==> src/rtl/date_setter_pkg.sv <==
// date_setter_pkg: shared states, error codes and calendar limits for date_setter.
package date_setter_pkg;

   typedef enum logic [2:0] {
      IDLE,
      CHECK,
      YEAR,
      MONTH,
      DAY,
      WAIT,
      DONE,
      ERR
   } state_t;

   localparam logic [1:0] ERR_NONE        = 2'd0;
   localparam logic [1:0] ERR_BAD_TARGET  = 2'd1;
   localparam logic [1:0] ERR_YEAR_BEHIND = 2'd2;
   localparam logic [1:0] ERR_TIMEOUT     = 2'd3;

   localparam int unsigned MONTHS_PER_YEAR = 12;
   localparam int unsigned MAX_DAY         = 31;

   // Day/month field width and settle counter width.
   localparam int unsigned DATE_W   = 7;
   localparam int unsigned SETTLE_W = 4;

endpackage

==> src/rtl/date_setter_pulse_spacer.sv <==
// date_setter_pulse_spacer: settle down-counter; load on each pulse, expired
// once SETTLE_CYCLES cycles (including the pulse cycle) have elapsed.
module date_setter_pulse_spacer
   import date_setter_pkg::*;
#(
   parameter int unsigned SETTLE_CYCLES = 2
) (
   input  logic clock,
   input  logic reset,
   input  logic load,
   output logic expired_c
);

   logic [SETTLE_W-1:0] count;

   // Reload on a pulse, otherwise count down and rest at zero.
   always_ff @(posedge clock or negedge reset) begin
      if (!reset) begin
         count <= '0;
      end else if (load) begin
         count <= SETTLE_W'(SETTLE_CYCLES - 1);
      end else if (count != '0) begin
         count <= count - SETTLE_W'(1);
      end
   end

   assign expired_c = (count == '0);

endmodule

==> src/rtl/date_setter.sv <==
// date_setter: steps the calendar's year, then month, then day offset inputs
// until the reported date equals a latched target date.
// Optional macro DATE_SETTER_TIMEOUT_EN: per-phase pulse limit -> error 3.
module date_setter
   import date_setter_pkg::*;
#(
   parameter int unsigned SETTLE_CYCLES = 2,
   parameter int unsigned YEAR_W        = 16
) (
   input  logic              clock,
   input  logic              reset,
   input  logic              start,
   input  logic              abort,
   input  logic [6:0]        target_day,
   input  logic [6:0]        target_month,
   input  logic [YEAR_W-1:0] target_year,
   input  logic [6:0]        cur_day,
   input  logic [6:0]        cur_month,
   input  logic [YEAR_W-1:0] cur_year,
   input  logic [6:0]        cur_max_days,
   output logic              day_increment,
   output logic              month_increment,
   output logic              year_increment,
   output logic              hold,
   output logic              busy,
   output logic              done,
   output logic [1:0]        error_code
);

   state_t              state, state_nxt;
   state_t              ret_phase, ret_nxt;
   logic [DATE_W-1:0]   tgt_day, tgt_month;
   logic [YEAR_W-1:0]   tgt_year;
   logic                latch, load, expired;
   logic                bad_target, month_limit, day_limit;
   logic                day_inc_nxt, month_inc_nxt, year_inc_nxt, done_nxt;
   logic [1:0]          err_nxt;

   assign bad_target = (tgt_month == '0) || (tgt_month > DATE_W'(MONTHS_PER_YEAR)) ||
                       (tgt_day == '0)   || (tgt_day > DATE_W'(MAX_DAY));

   date_setter_pulse_spacer #(
      .SETTLE_CYCLES (SETTLE_CYCLES)
   ) u_pulse_spacer (
      .clock     (clock),
      .reset     (reset),
      .load      (load),
      .expired_c (expired)
   );

`ifdef DATE_SETTER_TIMEOUT_EN
   localparam int unsigned PULSE_CNT_W = 6;
   logic [PULSE_CNT_W-1:0] pulse_cnt;

   // Pulses issued in the current month/day phase; cleared when a phase starts.
   always_ff @(posedge clock or negedge reset) begin
      if (!reset) begin
         pulse_cnt <= '0;
      end else if (state == IDLE || state == CHECK || (state == MONTH && state_nxt == DAY)) begin
         pulse_cnt <= '0;
      end else if (month_inc_nxt || day_inc_nxt) begin
         pulse_cnt <= pulse_cnt + PULSE_CNT_W'(1);
      end
   end

   assign month_limit = (pulse_cnt >= PULSE_CNT_W'(MONTHS_PER_YEAR));
   assign day_limit   = (pulse_cnt >= PULSE_CNT_W'(MAX_DAY));
`else
   assign month_limit = 1'b0;
   assign day_limit   = 1'b0;
`endif

   // State, return phase, latched targets and registered outputs.
   always_ff @(posedge clock or negedge reset) begin
      if (!reset) begin
         state           <= IDLE;
         ret_phase       <= IDLE;
         tgt_day         <= '0;
         tgt_month       <= '0;
         tgt_year        <= '0;
         day_increment   <= 1'b0;
         month_increment <= 1'b0;
         year_increment  <= 1'b0;
         done            <= 1'b0;
         busy            <= 1'b0;
         hold            <= 1'b0;
         error_code      <= ERR_NONE;
      end else begin
         state           <= state_nxt;
         ret_phase       <= ret_nxt;
         if (latch) begin
            tgt_day   <= target_day;
            tgt_month <= target_month;
            tgt_year  <= target_year;
         end
         day_increment   <= day_inc_nxt;
         month_increment <= month_inc_nxt;
         year_increment  <= year_inc_nxt;
         done            <= done_nxt;
         busy            <= (state_nxt != IDLE);
         hold            <= (state_nxt != IDLE);
         error_code      <= err_nxt;
      end
   end

   // Next state and next output values; abort overrides everything else.
   always_comb begin
      state_nxt     = state;
      ret_nxt       = ret_phase;
      err_nxt       = error_code;
      day_inc_nxt   = 1'b0;
      month_inc_nxt = 1'b0;
      year_inc_nxt  = 1'b0;
      done_nxt      = 1'b0;
      latch         = 1'b0;
      load          = 1'b0;
      if (state != IDLE && abort) begin
         state_nxt = IDLE;
      end else begin
         case (state)
            IDLE: begin
               if (start) begin
                  latch     = 1'b1;
                  err_nxt   = ERR_NONE;
                  state_nxt = CHECK;
               end
            end
            CHECK: begin
               if (bad_target) begin
                  err_nxt   = ERR_BAD_TARGET;
                  state_nxt = ERR;
               end else if (tgt_year < cur_year) begin
                  err_nxt   = ERR_YEAR_BEHIND;
                  state_nxt = ERR;
               end else begin
                  state_nxt = YEAR;
               end
            end
            YEAR: begin
               if (cur_year == tgt_year) begin
                  state_nxt = MONTH;
               end else begin
                  year_inc_nxt = 1'b1;
                  load         = 1'b1;
                  ret_nxt      = YEAR;
                  state_nxt    = WAIT;
               end
            end
            MONTH: begin
               if (cur_month == tgt_month) begin
                  state_nxt = DAY;
               end else if (month_limit) begin
                  err_nxt   = ERR_TIMEOUT;
                  state_nxt = ERR;
               end else begin
                  month_inc_nxt = 1'b1;
                  load          = 1'b1;
                  ret_nxt       = MONTH;
                  state_nxt     = WAIT;
               end
            end
            DAY: begin
               if (tgt_day > cur_max_days) begin
                  err_nxt   = ERR_BAD_TARGET;
                  state_nxt = ERR;
               end else if (cur_day == tgt_day) begin
                  done_nxt  = 1'b1;
                  state_nxt = DONE;
               end else if (day_limit) begin
                  err_nxt   = ERR_TIMEOUT;
                  state_nxt = ERR;
               end else begin
                  day_inc_nxt = 1'b1;
                  load        = 1'b1;
                  ret_nxt     = DAY;
                  state_nxt   = WAIT;
               end
            end
            WAIT: begin
               if (expired) begin
                  state_nxt = ret_phase;
               end
            end
            DONE:    state_nxt = IDLE;
            ERR:     state_nxt = IDLE;
            default: state_nxt = IDLE;
         endcase
      end
   end

endmodule
==> config.mk <==
export PLATFORM = sky130hd
export DESIGN_NAME = date_setter
export DESIGN_NICKNAME = d
export VERILOG_FILES = /design/src/rtl/date_setter_pkg.sv /design/src/rtl/date_setter_pulse_spacer.sv /design/src/rtl/date_setter.sv
export SDC_FILE = /design/constraint.sdc
export NUM_CORES = 1
export LEC_CHECK = 0
export CAP_MARGIN = 20
export CORE_MARGIN = 1
export CORE_UTILIZATION = 45
export CTS_CLUSTER_SIZE = 40
export DETAILED_ROUTE_END_ITERATION = 8
export PLACE_DENSITY = 0.76
export SETUP_SLACK_MARGIN = 0.02
export SYNTH_ARGS = -nofsm -noshare
export SYNTH_HDL_FRONTEND = slang
export SYNTH_HIERARCHICAL = 1
export SYNTH_SLANG_ARGS = --single-unit
==> constraint.sdc <==
create_clock -name clock -period 5.8 [get_ports clock]
set_clock_uncertainty 0.1 [all_clocks]
set_input_delay 0.58 -clock clock [delete_from_list [all_inputs] [get_ports clock]]
set_output_delay 0.58 -clock clock [all_outputs]
set_load 0.02 [all_outputs]
==> summary.txt, run 1 <==
Status
  – Status: finished, final reports clean

Drt
  – Detail Route Antenna Nets: 0
  – DRC Markers: 0
  – DR pass1 iterations: 4
  – WL final: 5940 microns
  – DR vias: 2247
  – Initial DRC Count: 90
  – Post-DR wirelength/cell: 13.9 microns
  – Vias per cell: 5.26

Final layout
  – Register area: 1180 sq um
  – Multi-input gate area: 1510 sq um
  – # fillers: 499
  – Post-Route Utilization: 62.9%
  – Synth-to-Final Area Change: 32.9%
  – Share of layout cells above drive strength 1: 14.2%
  – Design Area, Final: 3790 sq um
  – Commonest non-fill, non-tap cells in the layout: clkdlybuf4s50_1 (77), dfrtp_1 (47), inv_1 (31)
  – Diode count: 0
  – Commonest non-fill, non-tap cell in the layout: clkdlybuf4s50_1
  – Layout Nets: 447

Timing
  – Max Fclk: 0.371 GHz
  – Tightest Pin Transition: 0.516 ns
  – Max-slew violation count: 0
  – Worst slew margin: 65.6%
  – Setup Viol. Count Final: 0
  – Fin crit share: 46.5%
  – Final hold viol count: 0
  – Tmin final: 2.69 ns
  – Final TNS setup: 0 ns
  – RSZ-0062 raised after global routing: false

Clocking
  – Setup repair bufs after CTS: 0
  – CTS Sinks: 47
  – Num CTS Buffers: 5
  – CTS Buffer Depth: 2
  – Clk pin slew, worst setup/hold paths: 0.09 ns
  – Cells resized by post-CTS repair: 0
  – Hold buffer count at CTS: 0
  – CTS tree: done
  – Clock latency on the worst-skew pair: 0.31 ns
  – Clk root buf: clkbuf_8
  – CTS H-Tree Depth: 2

Critical path
  – Critical R2R Capture: busy
  – Worst R2R Start: tgt_year[11]
  – Worst reg2reg path depth: 7
  – Crit-path leading delay family: simple AND/OR/NAND/NOR gates
  – Startpoint types: input port
  – Critical path peak fanout: 4
  – Crit path kind: input port to flip-flop
  – Critical path arrival: 2.76 ns
  – Critical Path, Cell by Cell: clkdlybuf4s50_1, inv_1, ha_1, nand4_1, nor4_1, nand3b_1, o2111ai_1, o211ai_1, o221ai_1
  – WP buf/inv: 2
  – Reg2Reg Setup Slack: 3.47 ns
  – CP peak stage delay: 0.46 ns
  – Critical Path End Type: flip-flop
  – Slowest CP cell: clkdlybuf4s50_1
  – CP required: 5.87 ns

Logic synthesis
  – Post-Synthesis Cell Area: 2850 sq um
  – Post-Synth Adder-Cell Area: 11.0%
  – XOR/XNOR Fraction of Synth Area: 4.61%
  – Mapped Nets: 368
  – Post-synthesis register bit count: 47
  – Synth warnings: 6
  – Async set or reset register ratio after synthesis: 100%
  – Netlist cell types: 50
  – Synth Flop Type: dfrtp_1
  – Post-synth EDFFs: 0
  – Post-synth top area share: 41.2%
  – Fraction of synthesized area in multiplexers: 11.4%
  – Compound-Gate Fraction of Synth Area: 12.5%
  – Cell taking the most area after synthesis: dfrtp_1
  – Largest family of logic cells by synthesized area: simple AND/OR/NAND/NOR gates
  – Simple-Gate Fraction of Synth Area: 13.6%
  – Cell count after synthesis: 272
  – Syn avg cell area: 10.5 sq um
  – Seq/Total Area, Yosys: 41.2%
  – Synth area leaders: dfrtp_1 (41%), mux2_2 (11%), ha_1 (11%)

Global route
  – Number of global-route vias before repair: 2288
  – Largest net degree at the start of global routing: 48
  – Global-route usage over all layers: 19.8%
  – Overflow after GRT: 0
  – Initial antenna violation count: 0
  – First-pass GRT wire length: 10100 microns

Job
  – Max cap viols: 0

Die
  – Initial Utilization: 47.3%
  – Cell row count: 28
  – Die height: 81.6 microns
  – Number of I/O pins: 79
  – Die area: 6660 sq um
  – Die Wd: 81.6 microns
  – Total core area: 6030 sq um

Worst hold path
  – Tightest Hold Check Type: input port to asynchronous set/reset pin

Pwr
  – Clock network power share: 12.4%
  – Maximum VDD drop: 0.232 mV
  – PD cells: 433 nW/um^2
  – Reg power frac: 38.5%
  – Pleak: 0.00167 uW
  – Logic pwr share: 49.1%
  – Switch share: 38.9%
  – Psw: 638 uW
  – Internal: 1000 uW

Placed design
  – Hpwl dp: 4700 microns
  – I/O Buffers: 78
  – Placed instance area: 3680 sq um
  – Gpl congestion: 0.807
power by group through the flow:
stage / combinational, uW / clock [uW] / sequential, uW
floorplan: 629 / 0 / 597
global placement: 784 / 0 / 633
detailed placement: 807 / 0 / 641
CTS: 810 / 211 / 633
global route: 907 / 222 / 655
finish: 805 / 203 / 632
per-stage QoR:
| step | setup slack, ns | hold slack, ns | total power, uW | cells |
|---|---|---|---|---|
| after detailed placement | 2.78 | 0.371 | 1450 | 418 |
| after global routing | 2.91 | 0.154 | 1780 | 427 |
| final | 3.11 | 0.133 | 1640 | 427 |
| after global placement | 2.81 | 0.362 | 1420 | 418 |
| after CTS | 3.11 | 0.392 | 1650 | 426 |
| after floorplan | 3.54 | 0.184 | 1230 | 272 |
cell families (layout without fill, tap and decap cells):
kind of cell | count (synthesis) | count (layout)
adders and majority gates | 25 | 25
and+or+nand+nor | 66 | 66
muxes | 29 | 29
xor gates and xnor gates | 15 | 15
AOI/OAI and AO/OA | 51 | 51
buffers and inverters | 39 | 119
DFF | 47 | 47
flip-flops by register name (all words and copies together), names as in the netlist, 2 cells and up:
signal                count
tgt_year                 16
tgt_day                   7
tgt_month                 7
u_pulse_spacer/count      4
ret_phase                 3
state                     3
error_code                2
layer usage:
metal / vias to the layer above / wire, microns / GRT usage, %
met2: 62 / 2830 / 32.9
met5: - / 0 / 0
li1: 1118 / - / -
met1: 1056 / 2690 / 25.0
met3: 11 / 315 / 5.00
met4: 0 / 98 / 7.02
cell type report:
class / instances / share of cell area, %
Sequential cell: 47 / 31.0
Inverter: 31 / 3.07
Timing Repair Buffer: 80 / 21.2
Tap cell: 75 / 2.48
Clock buffer: 5 / 1.82
Clock inverter: 3 / 0.495
Multi-Input combinational cell: 186 / 39.9
worst max-delay path by stage:
| stage | start | to | slack (ns) | cells past startpoint |
|---|---|---|---|---|
| final | cur_year[9] | busy | 3.11 | 9 |
| after global routing | cur_year[10] | busy | 2.91 | 9 |
| after CTS | cur_year[13] | busy | 3.11 | 9 |
| after detailed placement | cur_year[11] | busy | 2.78 | 9 |
| after global placement | cur_year[13] | busy | 2.81 | 9 |
| after floorplan | cur_year[13] | u_pulse_spacer/count[0] | 3.54 | 9 |
Yosys cell counts, types with 2 or more instances:
cell / count
xnor2_1: 8
a2111oi_2: 2
inv_1: 31
o211ai_1: 6
o21ai_0: 6
nor2_1: 11
a21oi_1: 17
xor2_1: 7
nor2b_1: 2
mux2_2: 28
buf_2: 4
nand3b_1: 4
nand2b_1: 6
nand2_1: 10
a31oi_1: 3
dfrtp_1: 47
or2b_1: 2
clkbuf_1: 2
a21o_1: 4
nand3_1: 3
nor3_1: 6
nand4_1: 7
or2_2: 2
nor4_1: 4
ha_1: 25
worst register-to-register path, delay by kind of cell (launching register included):
family	cells	cell delay, ns
simple gates	3	0.78
compound gates	3	0.60
flops	1	0.39
fa+ha+maj	1	0.31
No activity file was read; power rests on OpenSTA's default activity.
==> run 2: changes to the inputs <==
CORE_UTILIZATION = 44   (was 45)
PLACE_DENSITY = 0.77   (was 0.76)
clock period = 2.28 ns   (was 5.8 ns; I/O delays follow)
==> summary.txt, run 2 (synthesized netlist as in run 1, its figures left out) <==
Critical path
  – Critical Path End Type: flip-flop
  – Reg2Reg Setup Slack: 0.06 ns (-3.41 ns)
  – Critical path arrival: 2.39 ns (-0.37 ns)
  – Startpoint types: input port
  – CP required: 2.43 ns (-3.44 ns)
  – Critical path peak fanout: 3 (-1)
  – Crit path kind: input port to flip-flop

Pwr
  – Logic pwr share: 51.3% (+2.2 points)
  – Pleak: 0.00182 uW (+9.1%)
  – PD cells: 1160 nW/um^2 (+170%)
  – Clock network power share: 15.0% (+2.6 points)
  – Switch share: 37.0% (-1.9 points)
  – Maximum VDD drop: 0.680 mV (+190%)
  – Reg power frac: 33.7% (-4.8 points)
  – Tot Pwr: 4910 uW (+200%)
  – Internal: 3100 uW (+210%)
  – Psw: 1820 uW (+180%)

Final layout
  – Commonest non-fill, non-tap cell in the layout: clkdlybuf4s50_1
  – Largest register FFs: 16 (unchanged)
  – Top reg by flops: tgt_year
  – Largest regs: tgt_year (16), tgt_day (7), tgt_month (7)
  – Post-Route Utilization: 69.3% (+6.4 points)
  – Commonest non-fill, non-tap cells in the layout: clkdlybuf4s50_1 (76), dfrtp_1 (47), mux2_2 (28)
  – Layout Nets: 473 (+5.8%)
  – Synth-to-Final Area Change: 48.1%
  – Share of layout cells above drive strength 1: 25.4% (+11 points)
  – Diode count: 0 (unchanged)

Die
  – Die Wd: 82.5 microns (+1.1%)
  – Total core area: 6100 sq um (+1.2%)
  – Die area: 6810 sq um (+2.2%)
  – Cell row count: 28 (unchanged)
  – Initial Utilization: 46.8% (-0.54 points)
  – Number of I/O pins: 79 (unchanged)
  – Die height: 82.5 microns (+1.1%)

Job
  – Max cap viols: 0 (unchanged)

Placed design
  – I/O Buffers: 78 (unchanged)
  – Gpl congestion: 0.842 (+4.4%)
  – Hpwl dp: 5320 microns (+13%)

Drt
  – Detail Route Antenna Nets: 0 (unchanged)
  – DR pass1 iterations: 4 (unchanged)
  – Initial DRC Count: 115 (+28%)
  – Post-DR wirelength/cell: 15.2 microns (+9.1%)
  – DRC Markers: 0 (unchanged)
  – DR vias: 2376 (+5.7%)
  – WL final: 6870 microns (+16%)
  – Vias per cell: 5.25 (-0.33%)

Global route
  – First-pass GRT wire length: 11200 microns (+11%)
  – Overflow after GRT: 0 (unchanged)
  – Global-route usage over all layers: 22.2% (+2.3 points)
  – Met1 GRT Util: 27.8% (+2.8 points)
  – Initial antenna violation count: 0 (unchanged)
  – Largest net degree at the start of global routing: 33 (-31%)
  – Met2 usage: 38.0% (+5.1 points)
  – GRT Max-Usage Layer: met2
  – Number of global-route vias before repair: 2521 (+10%)
  – M3 GR Usage: 4.29% (-0.71 points)

Timing
  – Max-slew violation count: 0 (unchanged)
  – Fin Hold WS: 0.297 ns (+0.164 ns)
  – Setup Viol. Count Final: 0 (unchanged)
  – Tmin final: 2.24 ns
  – Worst slew margin: 68.9% (+3.3 points)
  – Tightest Pin Transition: 0.466 ns (-0.0496 ns)
  – Fin crit share: 98.1%
  – Final TNS setup: 0 ns (unchanged)
  – RSZ-0062 raised after global routing: true
  – Final hold viol count: 0 (unchanged)
  – Max Fclk: 0.447 GHz

Clocking
  – CTS Buffer Depth: 2 (unchanged)
  – Clk pin slew, worst setup/hold paths: 0.09 ns (about the same)
  – Num CTS Buffers: 5 (unchanged)
  – CTS Sinks: 47 (unchanged)
  – Clk root buf: clkbuf_8
  – Clock latency on the worst-skew pair: 0.31 ns (about the same)
  – CTS tree: done
  – CTS H-Tree Depth: 2 (unchanged)

Status
  – Status: finished, final reports clean

Worst hold path
  – Tightest Hold Check Type: input port to asynchronous set/reset pin
==> run 2: cell types whose count changed in the layout (fill, tap and decap cells not counted), sizes merged <==
cell,previous run,this run
buf,3,28
clkinv,2,0
dlygate4sd3,0,1
dlymetal6s2s,0,1
clkinvlp,0,1
inv,32,31
clkdlybuf4s50,77,76
bufinv,0,2
==> run 2: layer usage <==
metal | up-vias | part of all wire, %
met5 | - | 0
met4 | 0 | 1.3
met3 | 10 | 4.0
met2 | 55 | 51
met1 | 1139 | 44
li1 | 1172 | -
==> run 2: area by class of cell <==
cell class,instances,area [sq um]
Clock buffer,5,68.8
Clock inverter,3,67.6
Sequential cell,47,1180
Inverter,31,116
Multi-Input combinational cell,186,1700
Tap cell,75,93.8
Fill cell,461,1870
Timing Repair Buffer,106,1000
==> run 2: timing repair <==
action	4_1_cts	5_1_grt
buffers inserted	0	4
hold endpoints to repair	19	0
hold buffers	1	0
setup endpoints to repair	5	13
resized for setup	1	25
cloned	0	0
pin swaps	0	16
==> run 2: power groups by stage <==
stage	logic [uW]	clock network (uW)	registers [uW]
final	2520	737	1650
after global routing	2800	789	1720
after floorplan	1600	0	1520
after CTS	2320	755	1610
after detailed placement	2300	0	1630
after global placement	2220	0	1610
==> run 2: final timing paths <==
check | startpoint | to | cells after the start
min | reset | tgt_day[2] | 2
max reg2reg | tgt_year[1] | error_code[0] | 7
min in group clock | target_year[0] | tgt_year[0] | 3
min reg2reg | ret_phase[0] | ret_phase[0] | 1
max | cur_year[14] | error_code[0] | 9
max in group asynchronous | reset | u_pulse_spacer/count[2] | 3
==> run 2: through the flow <==
stage / setup slack [ns] / std cells / area (sq um)
after detailed placement: -0.319 / 440 / 3860
after CTS: -0.00246 / 449 / 4010
final: 0.0440 / 453 / 4220
after global routing: -0.0685 / 453 / 4220
after floorplan: 0.268 / 272 / 2850
after global placement: -0.295 / 440 / 3860
==> run 2: worst max-delay path, cell delays in order <==
cell and delay (ns):
clkdlybuf4s50_1 0.50, inv_2 0.06, ha_4 0.25, nand4_1 0.11, buf_4 0.17, a2111oi_4 0.38, a2111oi_4 0.08, or4b_1 0.52
nand3_1 0.09
